$ cat src/rtl/serial_adder.sv
// rtl/serial_adder.sv - bit-serial adder/subtractor, STEP bits per clock, valid/ready on both sides
// Optional signed overflow output is built when SERIAL_ADDER_OVF_EN is defined.
module serial_adder #(
   parameter int WIDTH = 16,
   parameter int STEP  = 1
) (
   input  logic             clk,
   input  logic             rst_n,
   input  logic             in_valid,
   output logic             in_ready,
   input  logic [WIDTH-1:0] a,
   input  logic [WIDTH-1:0] b,
   input  logic             c_in,
   input  logic             sub,
   output logic             res_valid,
   input  logic             res_ready,
   output logic [WIDTH-1:0] sum,
`ifdef SERIAL_ADDER_OVF_EN
   output logic             ovf,
`endif
   output logic             c_out
);

   localparam int N  = WIDTH / STEP;
   localparam int CW = $clog2(N + 1);

   typedef enum logic [1:0] {IDLE, RUN, HOLD} state_t;

   state_t           state_q, state_d;
   logic [WIDTH-1:0] a_q, a_d;
   logic [WIDTH-1:0] b_q, b_d;
   logic [WIDTH-1:0] res_q, res_d;
   logic             carry_q, carry_d;
   logic [CW-1:0]    cnt_q, cnt_d;

   logic [STEP-1:0]       chunk;
   logic                  chain_cout;
   logic [WIDTH+STEP-1:0] res_wide;
   logic                  last_step;

`ifdef SERIAL_ADDER_OVF_EN
   logic msb_cin_q, msb_cin_d;
   logic msb_cin;
`endif

   // Ripple chain over the low STEP bits, seeded by the registered carry.
   always_comb begin : chain
      logic c;
      c     = carry_q;
      chunk = '0;
`ifdef SERIAL_ADDER_OVF_EN
      msb_cin = 1'b0;
`endif
      for (int i = 0; i < STEP; i++) begin
`ifdef SERIAL_ADDER_OVF_EN
         if (i == STEP - 1) msb_cin = c;
`endif
         chunk[i] = a_q[i] ^ b_q[i] ^ c;
         c        = (a_q[i] & b_q[i]) | (c & (a_q[i] ^ b_q[i]));
      end
      chain_cout = c;
   end

   assign res_wide  = {chunk, res_q};
   assign last_step = (cnt_q == CW'(N - 1));

   always_comb begin
      state_d   = state_q;
      a_d       = a_q;
      b_d       = b_q;
      res_d     = res_q;
      carry_d   = carry_q;
      cnt_d     = cnt_q;
`ifdef SERIAL_ADDER_OVF_EN
      msb_cin_d = msb_cin_q;
`endif
      in_ready  = (state_q == IDLE);
      res_valid = (state_q == HOLD);
      case (state_q)
         IDLE: begin
            if (in_valid) begin
               a_d     = a;
               b_d     = b ^ {WIDTH{sub}};
               carry_d = c_in ^ sub;
               cnt_d   = '0;
               state_d = RUN;
            end
         end
         RUN: begin
            res_d   = res_wide[WIDTH+STEP-1:STEP];
            a_d     = a_q >> STEP;
            b_d     = b_q >> STEP;
            carry_d = chain_cout;
            cnt_d   = cnt_q + CW'(1);
            if (last_step) begin
               state_d = HOLD;
`ifdef SERIAL_ADDER_OVF_EN
               msb_cin_d = msb_cin;
`endif
            end
         end
         HOLD: begin
            if (res_ready) state_d = IDLE;
         end
         default: state_d = IDLE;
      endcase
   end

   always_ff @(posedge clk) begin
      if (!rst_n) begin
         state_q   <= IDLE;
         a_q       <= '0;
         b_q       <= '0;
         res_q     <= '0;
         carry_q   <= 1'b0;
         cnt_q     <= '0;
`ifdef SERIAL_ADDER_OVF_EN
         msb_cin_q <= 1'b0;
`endif
      end else begin
         state_q   <= state_d;
         a_q       <= a_d;
         b_q       <= b_d;
         res_q     <= res_d;
         carry_q   <= carry_d;
         cnt_q     <= cnt_d;
`ifdef SERIAL_ADDER_OVF_EN
         msb_cin_q <= msb_cin_d;
`endif
      end
   end

   assign sum   = res_q;
   assign c_out = carry_q;
`ifdef SERIAL_ADDER_OVF_EN
   // Carry into the MSB cell versus carry out of it; both are zero after reset.
   assign ovf   = msb_cin_q ^ carry_q;
`endif

endmodule

$ cat config.mk
export PLATFORM = sky130hd
export DESIGN_NAME = serial_adder
export DESIGN_NICKNAME = d
export VERILOG_FILES = /design/src/rtl/serial_adder.sv
export SDC_FILE = /design/constraint.sdc
export NUM_CORES = 1
export LEC_CHECK = 0
export ABC_AREA = 1
export CAP_MARGIN = 20
export CORE_MARGIN = 3
export CORE_UTILIZATION = 28
export CTS_CLUSTER_SIZE = 24
export DETAILED_ROUTE_END_ITERATION = 7
export PLACE_DENSITY = 0.48
export SLEW_MARGIN = 20
export SYNTH_ARGS = -nofsm -noshare
export SYNTH_HDL_FRONTEND = slang
export SYNTH_SLANG_ARGS = --single-unit
$ cat constraint.sdc
create_clock -name clk -period 4.1 [get_ports clk]
set_input_delay 0.615 -clock clk [delete_from_list [all_inputs] [get_ports clk]]
set_output_delay 0.615 -clock clk [all_outputs]
set_load 0.03 [all_outputs]
Word-level counts from Yosys, hierarchy flattened
Cells that the tools add are included.

Add/subtract/negate cells: 1. $mul: 0. Divide/modulo/power cells: 0. Order comparisons: 0. Equal/unequal tests: 6. Shift operators: 0. Mux-type cells: 12. Bitwise operators: 7. Reduce and logical (&&, ||, !) cells: 4.

Operator list (count): 16-bit case mux with 2 select lines (2); 16-bit 2-to-1 mux (2); 16-bit XOR (1); 5-bit case mux with 2 select lines (1); 2-bit 2-to-1 mux (3); 2-bit case mux with 3 select lines (1); 5-bit by 1-bit adder with 5-bit output (second input constant) (1); 5-bit by 4-bit == test with 1-bit output (second input constant) (1); 5-bit 2-to-1 mux (1); 2-bit inequality test (second input constant) (2); 3-bit AND reduction (1); 1-bit XOR (3); 1-bit AND (2); 2-bit by 1-bit == test with 1-bit output (second input constant) (1); 2-bit == test (second input constant) (1); 2-bit logical NOT (1); 2-bit by 1-bit inequality test with 1-bit output (second input constant) (1); 1-bit case mux with 2 select lines (1); 2-bit AND reduction (1); 2-bit nonzero test (1); 1-bit 2-to-1 mux (1); 1-bit bitwise OR (1).

Register bits: 56. Latch bits: 0. Bits in writable memories: 0. ROM bits: 0. Bits of input ports: 38. Logic and storage cells: 36. Memories kept: 0.

Logic depth before layout (Yosys ltp)
Depth in word-level cells: 4. Gate-level depth with buffers: 7. Gate-level depth less buffers: 6.

Least setup slack after synthesis
Ideal clock, no wire load.

Path kind: flip-flop to output port. Start point: register state_q[1]. End point: output port res_valid. Data arrival time: 0.960 ns. Required time: 3.485 ns. Path slack: 2.525 ns. Stages on the path, launching flop included: 3. Path buffers: 0. Cell sequence: dfxtp_1 -> inv_1 -> nor2_1.

Word-level cells in the longest chain between the ends: 1.

Ends and longest elaborated chain: from (decl) (line 29) `state_t state_q, state_d;`; from (signal assigned) (line 121) `state_q <= state_d;`; 2-bit == test (line 78) `res_valid = (state_q == HOLD);`; to (decl) (line 15) `output logic res_valid,`.

No other way between the ends.

Worst setup path after layout
Same ends and word-level chain as after synthesis.

==> results by group <==
Synthesis
  – Share of the synthesized area in the top cell type: 43.8%
  – Cells after synthesis: 352
  – Synthesized Nets: 393
  – Top_reg_cell synth: dfxtp_1
  – Syn Std Cell Area: 2560 sq um
  – Mean Syn Cell Area: 7.27 sq um
  – Synth Warn #: 0
  – Number of enable flip-flop cells after synthesis: 0
  – Synth cell types: 23
  – Largest area contributor in the netlist: dfxtp_1
  – Flops & latches, synth: 56
  – Async SR Flop Fraction: 0%
  – Sequential element share of the synthesized area: 43.8%
  – Top post-synthesis cells by area: dfxtp_1 (44%), nand2_1 (8.8%), a21oi_1 (7.6%), o21ai_1 (5.7%), nor2_1 (5.4%)

Setup path
  – CP startpoint kind: flop
  – WS Path Type: reg -> out
  – R2R Setup Slk: 2.17 ns
  – Cell Chain, Critical Path: inv_1 > nor2_1 > clkdlybuf4s50_1
  – Worst Path Buf+Inv: 2
  – Req. time, crit path: 3.48 ns
  – CP max FO: 4
  – Critical-path top delay cell: clkdlybuf4s50_1
  – Crit-path max cell delay: 0.69 ns
  – Worst Setup End Kind: output port
  – Cell family with most CP delay: buffers and inverters
  – CP arrival: 1.71 ns

Clocking
  – Cts repair resizes: 0
  – CTS tree: yes
  – Total CTS buffers: 5
  – Clock sink total: 56
  – Worst skew pair latency: 0.31 ns
  – Maximum root-to-sink buffer count: 2
  – Clk root buf: clkbuf_8
  – H-tree levels: 2
  – Cts hold-fix bufs: 0
  – Setup Buffers After CTS: 0
  – Register clock-pin slew on the reported worst setup and hold paths: 0.10 ns

Layout
  – Fraction of layout cells with a size suffix above 1: 8.08%
  – Final net count: 437
  – Most frequent cells in the layout: nand2_1 (60), dfxtp_1 (56), clkdlybuf4s50_1 (56)
  – Commonest non-fill, non-tap cell in the layout: nand2_1
  – Utilization after layout: 36.8%
  – Synthesis-to-finish area growth: 26.6%
  – Design area: 3240 sq um
  – Ant diodes: 0

Detailed routing
  – Via density: 4.63
  – Final routed DRC violation total: 0
  – Top Layer Used: met4
  – Met1 wire length: 3050 um
  – Vias: 2336
  – Routed WL: 6160 um
  – Post-route ant nets: 0
  – Initial drt markers: 74
  – DRT Pass-1 Iters: 4
  – Total length of routed met2 wires: 2800 um
  – Per-cell routed wire length: 12.2 um
  – Met3 Wirelength: 262 um

Timing
  – Worst Max-Slew Pin Slew: 0.894 ns
  – Final setup margin: 1.78 ns
  – RSZ-0062 raised after global routing: no
  – Final setup fails: 0
  – Slew headroom: 40.2%
  – Final Max Slew Viols: 0
  – Final Cycle Share: 56.7%
  – TNS Setup: 0 ns
  – Final setup skew: 0.0123 ns
  – Post-layout minimum cycle time: 2.32 ns
  – WHS: 0.468 ns
  – Fmax: 0.430 GHz
  – Final Hold Vio Count: 0

Outcome
  – Status: finished clean

Global route
  – Number of global-route vias before repair: 2231
  – First-pass GRT wire length: 10500 um
  – Grt ovf: 0
  – Largest net degree at the start of global routing: 43
  – Antenna violations before repair: 0
  – All-Layer GR Usage: 12.5%

Power
  – VDD IR max: 150 uV
  – Pleak: 0.00135 uW
  – PwrDens: 386 nW/um^2

Floorplanning
  – Die ar.: 10300 sq um
  – Row count: 34
  – Core ar.: 8810 sq um
  – Die Wd: 102 um
  – Die height: 102 um
  – Io pins: 57
  – Starting density of the core: 29.1%

Placement
  – HPWL after DPL: 4140 um
  – Input/output buffers: 56
  – Post-place setup slack: 1.54 ns
  – Dpl cell area: 3150 sq um
  – Placer congestion estimate: 0.727

Flow run
  – Maximum Capacitance Violations: 0

Min path
  – Hold Path Class: reg -> reg
[cell type report]
cell class | count | area, sq um
Clock inverter | 1 | 8.76
Tap cell | 108 | 135
Sequential cell | 56 | 1120
Multi-Input combinational cell | 246 | 1200
Clock buffer | 6 | 82.6
Inverter | 27 | 101
Fill cell | 936 | 5570
Timing Repair Buffer | 60 | 591
[synthesized netlist by cell type, types with 2 or more instances]
cell and count:
nor2_1 37, ha_1 2, nor2_4 2, buf_2 7
o22ai_1 15, buf_4 5, buf_6 3, nand2_1 60
or2_2 17, nand3_1 18, o21ai_1 29, inv_1 26
dfxtp_1 56, o21ai_0 21, clkbuf_1 8, a21oi_1 39
[worst min-delay path: stages (launching register included)]
cell and delay (ns):
dfxtp_1 0.32, nand2_1 0.06, a21oi_1 0.05
[layer usage]
layer | vias to the layer above | global-route usage [%]
met4 | 0 | 3.48
met3 | 4 | 2.55
met2 | 41 | 20.5
li1 | 1249 | -
met1 | 1042 | 16.9
met5 | - | 0
[final timing paths]
path | from | end | cells past startpoint
worst max-delay path | state_q[1] | res_valid | 3
worst min-delay path | cnt_q[4] | cnt_q[4] | 2
worst max register to register | state_q[0] | a_q[4] | 5
worst min register to register | cnt_q[4] | cnt_q[4] | 2
[through the flow]
step / power [uW] / instances
after floorplan: 846 / 352
after global placement: 949 / 497
after detailed placement: 953 / 497
after CTS: 1270 / 504
after global routing: 1330 / 504
final: 1250 / 504
[power breakdown]
| part | internal, uW | switching [uW] |
|---|---|---|
| Clock | 135 | 181 |
| Combinational | 133 | 171 |
| Sequential | 600 | 32.9 |
[logic make-up (layout without fill, tap and decap cells)]
| group | Yosys count | in the layout | share of synthesized area, % |
|---|---|---|---|
| AOI/OAI and AO/OA | 105 | 105 | 21.4 |
| xor gates and xnor gates | 1 | 1 | 0.342 |
| adders and majority gates | 3 | 3 | 1.76 |
| buffers and inverters | 50 | 94 | 9.29 |
| DFF | 56 | 56 | 43.8 |
| and+or+nand+nor | 137 | 137 | 23.5 |
[flip-flops by register name (all words and copies together), names as in the netlist]
register / cells
a_q: 16
b_q: 16
c_out: 1
cnt_q: 5
state_q: 2
sum: 16
(Power assumes the default switching activity.)
